--- src/rtl/alu_resp_sig.sv ---
// Response collector for the 4-bit ALU stream: folds each valid {op, ans}
// into a MISR signature and checks it against a golden value after a run.
module alu_resp_sig #(
    parameter int                 SIG_W       = 16,
    parameter logic [SIG_W-1:0]   POLY        = 16'h1021,
    parameter logic [SIG_W-1:0]   SEED        = 16'hFFFF,
    parameter int                 NUM_SAMPLES = 300,
    parameter int                 CNT_W       = 16
) (
    input  logic             clk,
    input  logic             reset,
    input  logic             start,
    input  logic             sample_valid,
    input  logic [3:0]       ans,
    input  logic [1:0]       op,
    input  logic [SIG_W-1:0] golden,
    output logic             busy,
    output logic             done,
    output logic             pass,
    output logic [SIG_W-1:0] signature,
    output logic [CNT_W-1:0] count
);

    typedef enum logic [1:0] {
        ST_IDLE = 2'd0,
        ST_RUN  = 2'd1,
        ST_CMP  = 2'd2,
        ST_DONE = 2'd3
    } state_t;

    localparam logic [CNT_W-1:0] CNT_LAST = CNT_W'(NUM_SAMPLES);
    localparam logic [CNT_W-1:0] CNT_ONE  = {{(CNT_W-1){1'b0}}, 1'b1};
    localparam logic [CNT_W-1:0] CNT_ZERO = {CNT_W{1'b0}};

    state_t           state_q, state_d;
    logic [SIG_W-1:0] sig_q, sig_d;
    logic [CNT_W-1:0] cnt_q, cnt_d;
    logic [CNT_W-1:0] cnt_inc_s;
    logic             pass_q, pass_d;
    logic             busy_q, done_q;

    // One MISR step: shift left, fold POLY back in when the MSB falls out, then mix the sample.
    function automatic logic [SIG_W-1:0] misr_step(input logic [SIG_W-1:0] cur,
                                                   input logic [1:0]       op_v,
                                                   input logic [3:0]       ans_v);
        logic [SIG_W-1:0] shifted;
        logic [SIG_W-1:0] data;
        shifted = {cur[SIG_W-2:0], 1'b0};
        data    = {{(SIG_W-6){1'b0}}, op_v, ans_v};
        if (cur[SIG_W-1]) begin
            shifted = shifted ^ POLY;
        end else begin
            shifted = shifted;
        end
        return shifted ^ data;
    endfunction

    assign cnt_inc_s = cnt_q + CNT_ONE;

    // Next-state, signature, count and verdict; start beats sample_valid in every state.
    always_comb begin
        state_d = state_q;
        sig_d   = sig_q;
        cnt_d   = cnt_q;
        pass_d  = pass_q;
        if (start) begin
            state_d = ST_RUN;
            sig_d   = SEED;
            cnt_d   = CNT_ZERO;
            pass_d  = 1'b0;
        end else begin
            case (state_q)
                ST_IDLE: begin
                    state_d = ST_IDLE;
                end
                ST_RUN: begin
                    if (sample_valid) begin
                        sig_d = misr_step(sig_q, op, ans);
                        cnt_d = cnt_inc_s;
                        if (cnt_inc_s == CNT_LAST) begin
                            state_d = ST_CMP;
                        end else begin
                            state_d = ST_RUN;
                        end
                    end else begin
                        state_d = ST_RUN;
                    end
                end
                ST_CMP: begin
                    pass_d  = (sig_q == golden);
                    state_d = ST_DONE;
                end
                ST_DONE: begin
                    state_d = ST_DONE;
                end
                default: begin
                    state_d = ST_IDLE;
                end
            endcase
        end
    end

    // State and datapath registers; busy/done are decoded from the next state so they leave flops.
    always_ff @(posedge clk) begin
        if (!reset) begin
            state_q <= ST_IDLE;
            sig_q   <= SEED;
            cnt_q   <= CNT_ZERO;
            pass_q  <= 1'b0;
            busy_q  <= 1'b0;
            done_q  <= 1'b0;
        end else begin
            state_q <= state_d;
            sig_q   <= sig_d;
            cnt_q   <= cnt_d;
            pass_q  <= pass_d;
            busy_q  <= (state_d == ST_RUN);
            done_q  <= (state_d == ST_DONE);
        end
    end

    assign busy      = busy_q;
    assign done      = done_q;
    assign pass      = pass_q;
    assign signature = sig_q;
    assign count     = cnt_q;

endmodule

--- config.mk ---
export PLATFORM = sky130hd
export DESIGN_NAME = alu_resp_sig
export DESIGN_NICKNAME = d
export VERILOG_FILES = /design/src/rtl/alu_resp_sig.sv
export SDC_FILE = /design/constraint.sdc
export NUM_CORES = 1
export LEC_CHECK = 0
export ABC_AREA = 0
export CORE_MARGIN = 2
export CORE_UTILIZATION = 26
export CTS_BUF_LIST = sky130_fd_sc_hd__clkbuf_2 sky130_fd_sc_hd__clkbuf_4 sky130_fd_sc_hd__clkbuf_8
export CTS_CLUSTER_SIZE = 30
export DETAILED_ROUTE_END_ITERATION = 16
export PLACE_DENSITY_LB_ADDON = 0.05
export RECOVER_POWER = 50
export SLEW_MARGIN = 5
export SYNTH_ARGS = -nofsm -noshare
export SYNTH_HDL_FRONTEND = slang
export SYNTH_SLANG_ARGS = --single-unit
--- constraint.sdc ---
create_clock -name clk -period 3.7 [get_ports clk]
set_input_delay 0.925 -clock clk [delete_from_list [all_inputs] [get_ports clk]]
set_output_delay 0.925 -clock clk [all_outputs]
set_load 0.005 [all_outputs]
==> tab_implementation.tex, run 1 <==
\begin{tabular}{lr}
\hline
Metric & Value \\
\hline
\multicolumn{2}{l}{\textbf{Worst setup path}} \\
\quad Worst setup path class & input port to flip-flop \\
\quad Setup crit start & reset \\
\quad Max stage delay on crit path & 0.65 ns \\
\quad Sort of element at the end of the critical path & flip-flop \\
\quad Gate family responsible for the most delay along the worst path & buffers and inverters \\
\quad CP Data Arrival Time & approximately 2.8 ns \\
\quad Startpoint of the worst-slack reg-to-reg timing path & count[0]\$\_SDFFE\_PP0P\_ \\
\quad Worst EP required & about 3.9 ns \\
\quad Largest fanout of any net on the critical path & 18 \\
\quad Chain of cells forming the critical path & dlygate4sd3\_1 -> nor2b\_1 -> clkbuf\_1 -> and2\_0 -> and4\_1 -> a21o\_1 \\
\quad Type of element launching the critical path & input port \\
\quad Slowest cell on the critical path & clkbuf\_1 \\
\quad Worst Path Buf+Inv & 2 \\
\multicolumn{2}{l}{\textbf{Floorplanning}} \\
\quad Die X & between 80 and 90 µm \\
\quad Core outline area & 0.00721 mm² \\
\quad Die Outline Area & 0.00808 mm² \\
\quad Initial Utilization & 26.6\% \\
\quad Number of placed I/O pins & 61 \\
\quad Die Span Y & between 80 and 90 µm \\
\quad Site Rows & 31 \\
\multicolumn{2}{l}{\textbf{Yosys}} \\
\quad Simple-gate area share of the yosys netlist & between 20 and 30\% \\
\quad Nets in the synthesized netlist & between 200 and 250 \\
\quad Share of synthesized area spent on multiplexers & roughly 1.0\% \\
\quad Async set-reset flop share out of synthesis & 0\% \\
\quad Yosys cell types & 36 \\
\quad Post-synthesis area per instance & 8.79 µm² \\
\quad Sequential cell area fraction in the yosys report & 38.6\% \\
\quad Netlist area before placement & around 0.0019 mm² \\
\quad Synth Register Bits & 37 \\
\quad Gate count after technology mapping & about 220 \\
\quad Number of enable-type register cells in the synthesized netlist & 0 \\
\quad Primary flip-flop cell chosen by synthesis mapping & dfxtp\_1 \\
\quad Yosys warning total & 0 \\
\quad Compound-gate portion of the synthesized area & approximately 7\% \\
\quad Share of synthesized cell area in full adder, half adder and majority cells & 0.653\% \\
\quad Main combinational cell family by area after synthesis & simple AND/OR/NAND/NOR gates \\
\quad Post-synthesis share of cell area spent on xor and xnor gates & slightly above 20\% \\
\multicolumn{2}{l}{\textbf{Routing}} \\
\quad Vias per inst & between 4 and 5 \\
\quad Post-detailed-route wirelength per cell & $\sim$13 µm \\
\quad Vias post-DR & around 1,700 \\
\quad TritonRoute pass-1 iters & 3 \\
\quad DRT antenna net count & 0 \\
\quad Total wirelength of the detailed-routed design & about 5 mm \\
\quad Number of DRC violations after detailed-routing iteration 0 & 34 \\
\quad Post-detailed-route DRC marker count & 0 \\
\multicolumn{2}{l}{\textbf{Pwr}} \\
\quad Static Leakage & between 0.9 and 1 nW \\
\quad Total power per unit cell area & 298 mW/mm² \\
\quad VDD IR-drop max & 0.000105 V \\
\quad Total power & about 0.80 mW \\
\multicolumn{2}{l}{\textbf{Clocking}} \\
\quad Num Clock Sinks & 37 \\
\quad Clock slew at reported path FFs & roughly 0.070 ns \\
\quad Worst-Skew Late Latency & about 0.29 ns \\
\quad Clock tree from TritonCTS & yes \\
\quad Post-CTS Resized & 0 \\
\quad Hold-fix buffer count after cts & 0 \\
\quad Max H-tree Level & 2 \\
\quad Buffer levels on the longest clock path & 2 \\
\quad Post CTS Setup Buffer Count & 0 \\
\quad Clock Tree Root & clkbuf\_8 \\
\quad Inserted Clock Buffers & 5 \\
\multicolumn{2}{l}{\textbf{Finish}} \\
\quad Synth-to-layout area growth & 39.8\% \\
\quad Area occupied by multi-input gates & 0.00110 mm² \\
\quad Number of fill cells in the layout & around 780 \\
\quad Total Nets Final & roughly 300 \\
\quad Count of inserted antenna diode cells & 0 \\
\quad Area used by sequential logic in the layout & 741 µm² \\
\quad Share of final-layout standard cells stronger than drive strength 1 & approximately 5.8\% \\
\quad Post-route cell area & around 0.0027 mm² \\
\multicolumn{2}{l}{\textbf{Global route}} \\
\quad Initial antenna violation count & 0 \\
\quad Vias in the first global route & between 1,500 and 2,000 \\
\quad GRT Resource Usage Total & around 13\% \\
\quad Maximum number of pins on one net before global-route repair & 26 \\
\quad Wire length of the first global-routing pass & 8.29 mm \\
\quad Overflow after GRT & 0 \\
\multicolumn{2}{l}{\textbf{Timing}} \\
\quad Hold Vio Cnt, Final & 0 \\
\quad Setup repair after global routing missed its margin & no \\
\quad Final count of negative-setup-slack endpoints & 0 \\
\quad Slew @ Worst Pin & around 0.96 ns \\
\quad Maximum clock rate & $\sim$390 MHz \\
\quad Final Slew Violations & 0 \\
\quad Final worst clock skew & 0.00439 ns \\
\quad Post-layout min period & about 2.6 ns \\
\quad Setup TNS & 0 ns \\
\quad Worst Setup Slack, final & 1.11 ns \\
\quad Worst Hold Slack & 0.510 ns \\
\quad Share of the cycle needed by the critical path after routing & a little over two thirds \\
\quad Headroom to the max-slew limit & 34.5\% \\
\multicolumn{2}{l}{\textbf{Min path}} \\
\quad Min-delay src & signature[9]\$\_SDFFE\_PP1P\_ \\
\quad Type of the most critical hold path & flip-flop to flip-flop \\
\multicolumn{2}{l}{\textbf{Place}} \\
\quad Port bufs & 60 \\
\quad Instance area after placement & 0.00262 mm² \\
\quad Routability congestion estimate & 0.711 \\
\quad Sum of net half-perimeters after detailed placement & between 3 and 4 mm \\
\quad Pre-CTS setup slack & 1.10 ns \\
\multicolumn{2}{l}{\textbf{Run}} \\
\quad Max cap viols & 0 \\
\multicolumn{2}{l}{\textbf{Run status}} \\
\quad Result of the run & finished clean \\
\hline
\end{tabular}
-- cell usage in the layout (no fill, tap or decap), types with 5 or more instances in the layout --
| cell | n |
|---|---|
| nand3_1 | 17 |
| xnor2_1 | 31 |
| clkdlybuf4s50_1 | 48 |
| nand4_1 | 8 |
| nor4_2 | 5 |
| dfxtp_1 | 37 |
| dlygate4sd3_1 | 12 |
| o211ai_1 | 7 |
| nand2_1 | 32 |
| nor2_1 | 19 |
| xor2_1 | 14 |
| clkbuf_8 | 6 |
-- per-stage QoR --
step | cells | util [%]
global placement | 369 | 36.3
finish | 376 | 37.1
floorplan | 218 | -
detailed placement | 369 | 36.3
CTS | 376 | 37.5
global route | 376 | 37.1
-- final cells by class --
class | instances | share of cell area, %
Tap cell | 99 | 4.62
Timing Repair Buffer | 62 | 22.8
Multi-Input combinational cell | 169 | 41.2
Clock buffer | 7 | 3.36
Sequential cell | 37 | 27.7
Inverter | 2 | 0.280
-- cells in the mapped netlist, drive strengths merged (2+ instances only) --
library cell,count,area (µm²)
nor3,2,10.0
and4,2,17.5
dfxtp,37,741
o211ai,7,52.6
nand4,9,62.6
and2,5,31.3
nand3,18,108
xor2,14,123
nor4,7,75.1
and3,3,18.8
xnor2,31,272
buf,3,13.8
clkbuf,7,26.3
nor2,19,71.3
nor2b,3,18.8
o21ai,2,10.0
inv,2,7.51
mux2i,2,20.0
nand2,33,126
a41oi,2,17.5
-- tightest hold or removal path: cells and delay by family (launching register included) --
family	cells	cell delay, ns
flip-flops	1	0.34
AND/OR/NAND/NOR	2	0.12
-- cells by family (layout without fill, tap and decap cells) --
family	count (synthesis)	in the layout
adders and majority gates	1	1
and+or+nand+nor	105	105
muxes	2	2
AOI/OAI and AO/OA	16	16
DFF	37	37
buffers and inverters	12	71
xor gates and xnor gates	45	45
-- flip-flops by register name, indices dropped and copies added, names as in the netlist --
register   cells
signature     16
count         16
state_q        2
busy           1
done           1
pass           1
-- where the power goes --
group | total [mW] | switching (mW) | internal [mW]
logic | 0.0913 | 0.0374 | 0.0539
registers | 0.414 | 0.00894 | 0.405
clock network | 0.294 | 0.139 | 0.155
total | 0.799 | 0.185 | 0.614
-- metal layers --
layer | vias up | wire [µm] | track usage, %
li1 | 862 | - | -
met2 | 39 | 2320 | 20.2
met5 | - | 0 | 0
met1 | 750 | 2380 | 16.9
met4 | 0 | 60 | 3.46
met3 | 7 | 227 | 3.77
-- worst paths after layout --
check,end,slack (ns),depth (start not counted)
worst max-delay path,state_q[1]$_SDFF_PN0_,1.11,6
worst min-delay path,signature[10]$_SDFFE_PP1P_,0.51,2
worst max register to register,busy$_SDFF_PN0_,1.20,6
worst min register to register,signature[10]$_SDFFE_PP1P_,0.51,2
(Power assumes the default switching activity.)
==> inputs of run 2 (changes only) <==
==> constraint.sdc (replaced) <==
create_clock -name clk -period 2.4 [get_ports clk]
set_input_delay 0.6 -clock clk [delete_from_list [all_inputs] [get_ports clk]]
set_output_delay 0.6 -clock clk [all_outputs]
set_load 0.005 [all_outputs]
==> run 2 against run 1 <==
Combinational power up 61%. Routed wire length about the same. Sequential cell count unchanged. Cell area up 2.3%. Largest cell class unchanged. Non-clock buffer count up 6. Worst setup slack worse by 0.75 ns.
==> tab_implementation.tex, run 2 (synthesized netlist as in run 1, its figures left out) <==
\begin{tabular}{lr}
\hline
Metric & Value \\
\hline
\multicolumn{2}{l}{\textbf{Routing}} \\
\quad Post-detailed-route DRC marker count & 0 \\
\quad Number of DRC violations after detailed-routing iteration 0 & 47 \\
\quad Vias post-DR & between 1,500 and 2,000 \\
\quad DRT antenna net count & 0 \\
\quad Total wirelength of the detailed-routed design & 4.99 mm \\
\quad TritonRoute pass-1 iters & 4 \\
\quad Vias per inst & 4.39 \\
\quad Post-detailed-route wirelength per cell & between 10 and 15 µm \\
\multicolumn{2}{l}{\textbf{Worst setup path}} \\
\quad Destination of the worst register-to-register timing path & busy\$\_SDFF\_PN0\_ \\
\quad Type of element launching the critical path & flip-flop \\
\quad Chain of cells forming the critical path & nand4\_2 -> nor4\_2 -> xor2\_1 -> a2111oi\_4 -> a41oi\_1 \\
\quad Worst Path Buf+Inv & 0 \\
\quad CP Data Arrival Time & 2.18 ns \\
\quad Slowest cell on the critical path & dfxtp\_1 \\
\quad Gate family responsible for the most delay along the worst path & compound AO/OA/AOI/OAI gates \\
\quad Total number of cells along the worst setup path & 5 \\
\quad Largest fanout of any net on the critical path & 7 \\
\quad Max stage delay on crit path & 0.50 ns \\
\quad Startpoint of the worst-slack reg-to-reg timing path & count[2]\$\_SDFFE\_PP0P\_ \\
\quad Worst setup path class & flip-flop to flip-flop \\
\quad Sort of element at the end of the critical path & flip-flop \\
\quad Worst EP required & between 2 and 3 ns \\
\quad Setup crit start & count[2]\$\_SDFFE\_PP0P\_ \\
\quad Setup slack of the worst register-to-register path & about 0.36 ns \\
\quad Worst reg2reg path depth & 5 \\
\multicolumn{2}{l}{\textbf{Clocking}} \\
\quad Worst-Skew Late Latency & 0.29 ns \\
\quad Inserted Clock Buffers & 5 \\
\quad Max H-tree Level & 2 \\
\quad Hold-fix buffer count after cts & 0 \\
\quad Post-CTS Resized & 0 \\
\quad Clock Tree Root & clkbuf\_8 \\
\quad Clock tree from TritonCTS & yes \\
\quad Num Clock Sinks & 37 \\
\quad Buffer levels on the longest clock path & 2 \\
\quad Clock slew at reported path FFs & 0.08 ns \\
\quad Post CTS Setup Buffer Count & 0 \\
\multicolumn{2}{l}{\textbf{Timing}} \\
\quad Maximum clock rate & between 400 and 500 MHz \\
\quad Share of the cycle needed by the critical path after routing & between 80\% and 90\% \\
\quad Setup repair after global routing missed its margin & no \\
\quad Setup TNS & 0 ns \\
\quad Hold Vio Cnt, Final & 0 \\
\quad Slew @ Worst Pin & 0.516 ns \\
\quad Final Slew Violations & 0 \\
\quad Headroom to the max-slew limit & between 60\% and 70\% \\
\quad Final count of negative-setup-slack endpoints & 0 \\
\quad Final worst clock skew & between 0.01 and 0.015 ns \\
\quad Post-layout min period & roughly 2.0 ns \\
\multicolumn{2}{l}{\textbf{Finish}} \\
\quad Most frequent standard cell in the layout excluding fill and tap cells & clkdlybuf4s50\_1 \\
\quad Share of final-layout standard cells stronger than drive strength 1 & around 8.8\% \\
\quad Fin cells & around 380 \\
\quad Area used by sequential logic in the layout & around 740 µm² \\
\quad Number of fill cells in the layout & 771 \\
\quad Count of inserted antenna diode cells & 0 \\
\quad Synth-to-layout area growth & 43.0\% \\
\quad Total Nets Final & a little over 300 \\
\quad Area occupied by multi-input gates & approximately 0.0011 mm² \\
\quad Most frequent cells in the layout & clkdlybuf4s50\_1, dfxtp\_1, nand2\_1 \\
\multicolumn{2}{l}{\textbf{Global route}} \\
\quad Met2 track demand over resource in global routing & a little over a fifth \\
\quad Met3 layer usage reported by global route & $\sim$3.0\% \\
\quad Wire length of the first global-routing pass & 8.41 mm \\
\quad Initial antenna violation count & 0 \\
\quad GR Layer Usage met1 & around 17\% \\
\quad Maximum number of pins on one net before global-route repair & 26 \\
\quad Vias in the first global route & about 1,700 \\
\quad GRT Resource Usage Total & 12.9\% \\
\quad Global routing's busiest layer & met2 \\
\quad Overflow after GRT & 0 \\
\multicolumn{2}{l}{\textbf{Pwr}} \\
\quad VDD IR-drop max & about 0.00023 V \\
\quad Comb power frac & about an eighth \\
\quad Clock network fraction of design power & between 30\% and 40\% \\
\quad Total power per unit cell area & 445 mW/mm² \\
\quad Sequential share of power & between 50\% and 60\% \\
\quad Static Leakage & approximately 0.99 nW \\
\quad Switching power summed over all nets & slightly above 0.3 mW \\
\quad Total power & 1.22 mW \\
\quad Internal Dissipation & between 0.9 and 1 mW \\
\quad Switching power as a share of total power & around 25\% \\
\multicolumn{2}{l}{\textbf{Min path}} \\
\quad Min-delay src & signature[9]\$\_SDFFE\_PP1P\_ \\
\quad Type of the most critical hold path & flip-flop to flip-flop \\
\quad Capture endpoint of the worst hold path & signature[10]\$\_SDFFE\_PP1P\_ \\
\quad Depth of the worst hold-timing path & 2 \\
\multicolumn{2}{l}{\textbf{Run}} \\
\quad Max cap viols & 0 \\
\multicolumn{2}{l}{\textbf{Floorplanning}} \\
\quad Initial Utilization & 26.6\% \\
\quad Die X & roughly 90 µm \\
\quad Number of placed I/O pins & 61 \\
\quad Die Outline Area & about 0.0081 mm² \\
\quad Die Span Y & between 80 and 90 µm \\
\quad Site Rows & 31 \\
\quad Core outline area & just over 0.007 mm² \\
\multicolumn{2}{l}{\textbf{Place}} \\
\quad Routability congestion estimate & $\sim$0.76 \\
\quad Port bufs & 60 \\
\quad Sum of net half-perimeters after detailed placement & between 3 and 4 mm \\
\quad Dpl cells & roughly 380 \\
\multicolumn{2}{l}{\textbf{Run status}} \\
\quad Result of the run & finished clean \\
\hline
\end{tabular}
==> run 2: cell count changes in the layout (fill, tap and decap cells not counted), sizes merged <==
cell	delta
buf	+5
clkinv	+2
clkbuf	-1
clkinvlp	+1
==> run 2: layout make-up <==
cell class	instances	area share [%]
Tap cell	99	4.52
Multi-Input combinational cell	169	41.2
Clock inverter	3	0.639
Sequential cell	37	27.0
Timing Repair Buffer	68	23.9
Inverter	2	0.274
Clock buffer	5	2.51
==> run 2: through the flow <==
stage / cell area [µm²] / setup slack [ns] / hold slack [ns] / util (%)
3_5_place_dp: 2660 / 0.177 / 0.509 / 36.9
3_3_place_gp: 2660 / 0.214 / 0.511 / 36.9
6_report: 2740 / 0.363 / 0.513 / 38.0
2_1_floorplan: 1920 / 0.718 / 0.485 / -
5_1_grt: 2740 / 0.257 / 0.543 / 38.0
4_1_cts: 2750 / 0.355 / 0.523 / 38.1
==> run 2: worst max-delay path by stage <==
stage,end,slack (ns)
2_1_floorplan,busy$_SDFF_PN0_,0.72
3_3_place_gp,count[14]$_SDFFE_PP0P_,0.21
3_5_place_dp,count[14]$_SDFFE_PP0P_,0.18
4_1_cts,busy$_SDFF_PN0_,0.36
5_1_grt,busy$_SDFF_PN0_,0.26
6_report,busy$_SDFF_PN0_,0.36
==> run 2: power groups by stage <==
stage	Clock [mW]	Sequential, mW	Combinational, mW
after detailed placement	0	0.651	0.154
after global routing	0.482	0.639	0.163
after global placement	0	0.652	0.153
after floorplan	0	0.650	0.0669
after CTS	0.460	0.637	0.154
final	0.437	0.637	0.147
==> run 2: tightest hold or removal path, delay by kind of cell (launching register included) <==
kind          cells  cell delay, ns
flops             1            0.34
simple gates      2            0.12
==> run 2: metal layers <==
layer	wire length, µm	up-vias
met1	2370	759
met4	46	0
li1	-	874
met3	221	5
met5	0	-
met2	2350	43
==> inputs of run 3 (changes only) <==
==> constraint.sdc (replaced) <==
create_clock -name clk -period 2 [get_ports clk]
set_input_delay 0.5 -clock clk [delete_from_list [all_inputs] [get_ports clk]]
set_output_delay 0.5 -clock clk [all_outputs]
set_load 0.005 [all_outputs]
==> run 3 against run 2 <==
Critical path depth shrank 3. Via count rose by 3.7%. First-iteration DRC count down 2.1%. Final cell count increased by 3.9%. Count of clock-buffer cells in the layout is 3 higher. Clock power up 27%. Non-clock buffer count up 15. Global-route usage grew 0.48 points. Highest routed layer unchanged.
==> tab_implementation.tex, run 3 (synthesized netlist as in run 1, its figures left out) <==
\begin{tabular}{lr}
\hline
Metric & Value \\
\hline
\multicolumn{2}{l}{\textbf{Worst setup path}} \\
\quad Type of element launching the critical path & flip-flop \\
\quad Setup slack of the worst register-to-register path & approximately 0.17 ns \\
\quad Sort of element at the end of the critical path & output pin \\
\quad Chain of cells forming the critical path & buf\_4 -> clkdlybuf4s50\_1 \\
\quad Worst Path Buf+Inv & 2 \\
\quad Max stage delay on crit path & between 0.4 and 0.5 ns \\
\quad CP Data Arrival Time & approximately 1.4 ns \\
\quad Slowest cell on the critical path & clkdlybuf4s50\_1 \\
\quad Worst EP required & approximately 1.5 ns \\
\quad Worst reg2reg path depth & 5 \\
\quad Gate family responsible for the most delay along the worst path & buffers and inverters \\
\quad Worst setup path class & flip-flop to output pin \\
\quad Largest fanout of any net on the critical path & 4 \\
\quad Startpoint of the worst-slack reg-to-reg timing path & count[2]\$\_SDFFE\_PP0P\_ \\
\quad Destination of the worst register-to-register timing path & busy\$\_SDFF\_PN0\_ \\
\multicolumn{2}{l}{\textbf{Timing}} \\
\quad Final count of negative-setup-slack endpoints & 0 \\
\quad Share of the cycle needed by the critical path after routing & between 90 and 100\% \\
\quad Maximum clock rate & around 530 MHz \\
\quad Worst Hold Slack & around 0.51 ns \\
\quad Hold Vio Cnt, Final & 0 \\
\quad Setup repair after global routing missed its margin & no \\
\quad Final Slew Violations & 0 \\
\quad Slew @ Worst Pin & between 0.5 and 0.6 ns \\
\quad Post-layout min period & between 1.5 and 2 ns \\
\quad Final worst clock skew & 0.00649 ns \\
\quad Headroom to the max-slew limit & between 60 and 70\% \\
\multicolumn{2}{l}{\textbf{Global route}} \\
\quad Initial antenna violation count & 0 \\
\quad Overflow after GRT & 0 \\
\quad Wire length of the first global-routing pass & 8.75 mm \\
\quad Vias in the first global route & about 1,700 \\
\quad Maximum number of pins on one net before global-route repair & 26 \\
\quad GRT Resource Usage Total & a little over an eighth \\
\multicolumn{2}{l}{\textbf{Routing}} \\
\quad Post-detailed-route wirelength per cell & 12.9 µm \\
\quad Number of DRC violations after detailed-routing iteration 0 & between 40 and 50 \\
\quad Total wirelength of the detailed-routed design & 5.12 mm \\
\quad Post-detailed-route DRC marker count & 0 \\
\quad TritonRoute pass-1 iters & 4 \\
\quad DRT antenna net count & 0 \\
\quad Vias post-DR & 1,744 \\
\quad Vias per inst & approximately 4.4 \\
\multicolumn{2}{l}{\textbf{Place}} \\
\quad Port bufs & 60 \\
\quad Sum of net half-perimeters after detailed placement & between 3 and 4 mm \\
\quad Routability congestion estimate & about 0.74 \\
\quad Dpl cells & between 300 and 400 \\
\multicolumn{2}{l}{\textbf{Finish}} \\
\quad Share of final-layout standard cells stronger than drive strength 1 & 13.4\% \\
\quad Area occupied by multi-input gates & 0.00113 mm² \\
\quad Number of fill cells in the layout & 797 \\
\quad Fin cells & roughly 400 \\
\quad Synth-to-layout area growth & 49.2\% \\
\quad Area used by sequential logic in the layout & about 740 µm² \\
\quad Most frequent standard cell in the layout excluding fill and tap cells & clkdlybuf4s50\_1 \\
\quad Most frequent cells in the layout & clkdlybuf4s50\_1, dfxtp\_1, nand2\_1 \\
\quad Total Nets Final & 325 \\
\quad Count of inserted antenna diode cells & 0 \\
\multicolumn{2}{l}{\textbf{Clocking}} \\
\quad Hold-fix buffer count after cts & 0 \\
\quad Num Clock Sinks & 37 \\
\quad Worst-Skew Late Latency & 0.29 ns \\
\quad Clock Tree Root & clkbuf\_8 \\
\quad Post CTS Setup Buffer Count & 0 \\
\quad Clock slew at reported path FFs & roughly 0.08 ns \\
\quad Buffer levels on the longest clock path & 2 \\
\quad Inserted Clock Buffers & 5 \\
\quad Max H-tree Level & 2 \\
\quad Clock tree from TritonCTS & yes \\
\quad Post-CTS Resized & 0 \\
\multicolumn{2}{l}{\textbf{Floorplanning}} \\
\quad Die Span Y & 89.9 µm \\
\quad Die Outline Area & 0.00808 mm² \\
\quad Number of placed I/O pins & roughly 60 \\
\quad Die X & 89.9 µm \\
\quad Initial Utilization & about a quarter \\
\quad Core outline area & 0.00721 mm² \\
\quad Site Rows & 31 \\
\multicolumn{2}{l}{\textbf{Min path}} \\
\quad Depth of the worst hold-timing path & 2 \\
\quad Type of the most critical hold path & flip-flop to flip-flop \\
\quad Min-delay src & signature[9]\$\_SDFFE\_PP1P\_ \\
\quad Capture endpoint of the worst hold path & signature[10]\$\_SDFFE\_PP1P\_ \\
\multicolumn{2}{l}{\textbf{Run}} \\
\quad Max cap viols & 0 \\
\multicolumn{2}{l}{\textbf{Run status}} \\
\quad Result of the run & finished clean \\
\multicolumn{2}{l}{\textbf{Pwr}} \\
\quad Total power per unit cell area & 524 mW/mm² \\
\quad VDD IR-drop max & $\sim$0.00023 V \\
\quad Static Leakage & approximately 1.1 nW \\
\hline
\end{tabular}
## run 3: cell type report
type	instances	area share, %
clock buffer	8	3.19
timing repair buffer	83	26.8
multi-input combinational	169	39.5
inverter	2	0.263
sequential	37	25.9
tap	99	4.33
## run 3: layer usage
| metal | routed length (µm) | global-route usage, % | vias up |
|---|---|---|---|
| met4 | 68 | 3.85 | 0 |
| met2 | 2400 | 22.5 | 46 |
| met1 | 2400 | 16.8 | 791 |
| met5 | 0 | 0 | - |
| li1 | - | - | 901 |
| met3 | 253 | 3.60 | 6 |
## run 3: worst max-delay path by stage
stage,from,cells after the start,to
2_1_floorplan,count[0]$_SDFFE_PP0P_,6,busy$_SDFF_PN0_
3_5_place_dp,sample_valid,7,count[14]$_SDFFE_PP0P_
3_3_place_gp,sample_valid,7,count[14]$_SDFFE_PP0P_
4_1_cts,count[2]$_SDFFE_PP0P_,2,count[2]
6_report,count[2]$_SDFFE_PP0P_,2,count[2]
5_1_grt,count[2]$_SDFFE_PP0P_,2,count[2]
## run 3: worst reg2reg max path, delay by kind of cell (launching register included)
family | cells | cell delay [ns]
AOI/OAI and AO/OA | 2 | 0.57
xor gates and xnor gates | 1 | 0.14
DFF | 1 | 0.43
and+or+nand+nor | 2 | 0.55
## run 3: power breakdown
| part | leakage, nW | internal, mW | switching, mW |
|---|---|---|---|
| sequential | 0.300 | 0.749 | 0.0142 |
| combinational | 0.728 | 0.106 | 0.0732 |
| clock | 0.0498 | 0.289 | 0.267 |
| total | 1.08 | 1.14 | 0.354 |
## run 3: through the flow
| stage | cell area [µm²] | utilization (%) | setup slack (ns) | TNS, ns | power, mW |
|---|---|---|---|---|---|
| final | 2860 | 39.6 | 0.122 | 0 | 1.50 |
| after floorplan | 1920 | - | 0.318 | 0 | 0.860 |
| after global routing | 2860 | 39.6 | 0.0382 | 0 | 1.58 |
| after global placement | 2770 | 38.4 | 0.000247 | 0 | 0.968 |
| after CTS | 2870 | 39.7 | 0.0883 | 0 | 1.54 |
| after detailed placement | 2770 | 38.4 | -0.0513 | -0.115 | 0.968 |
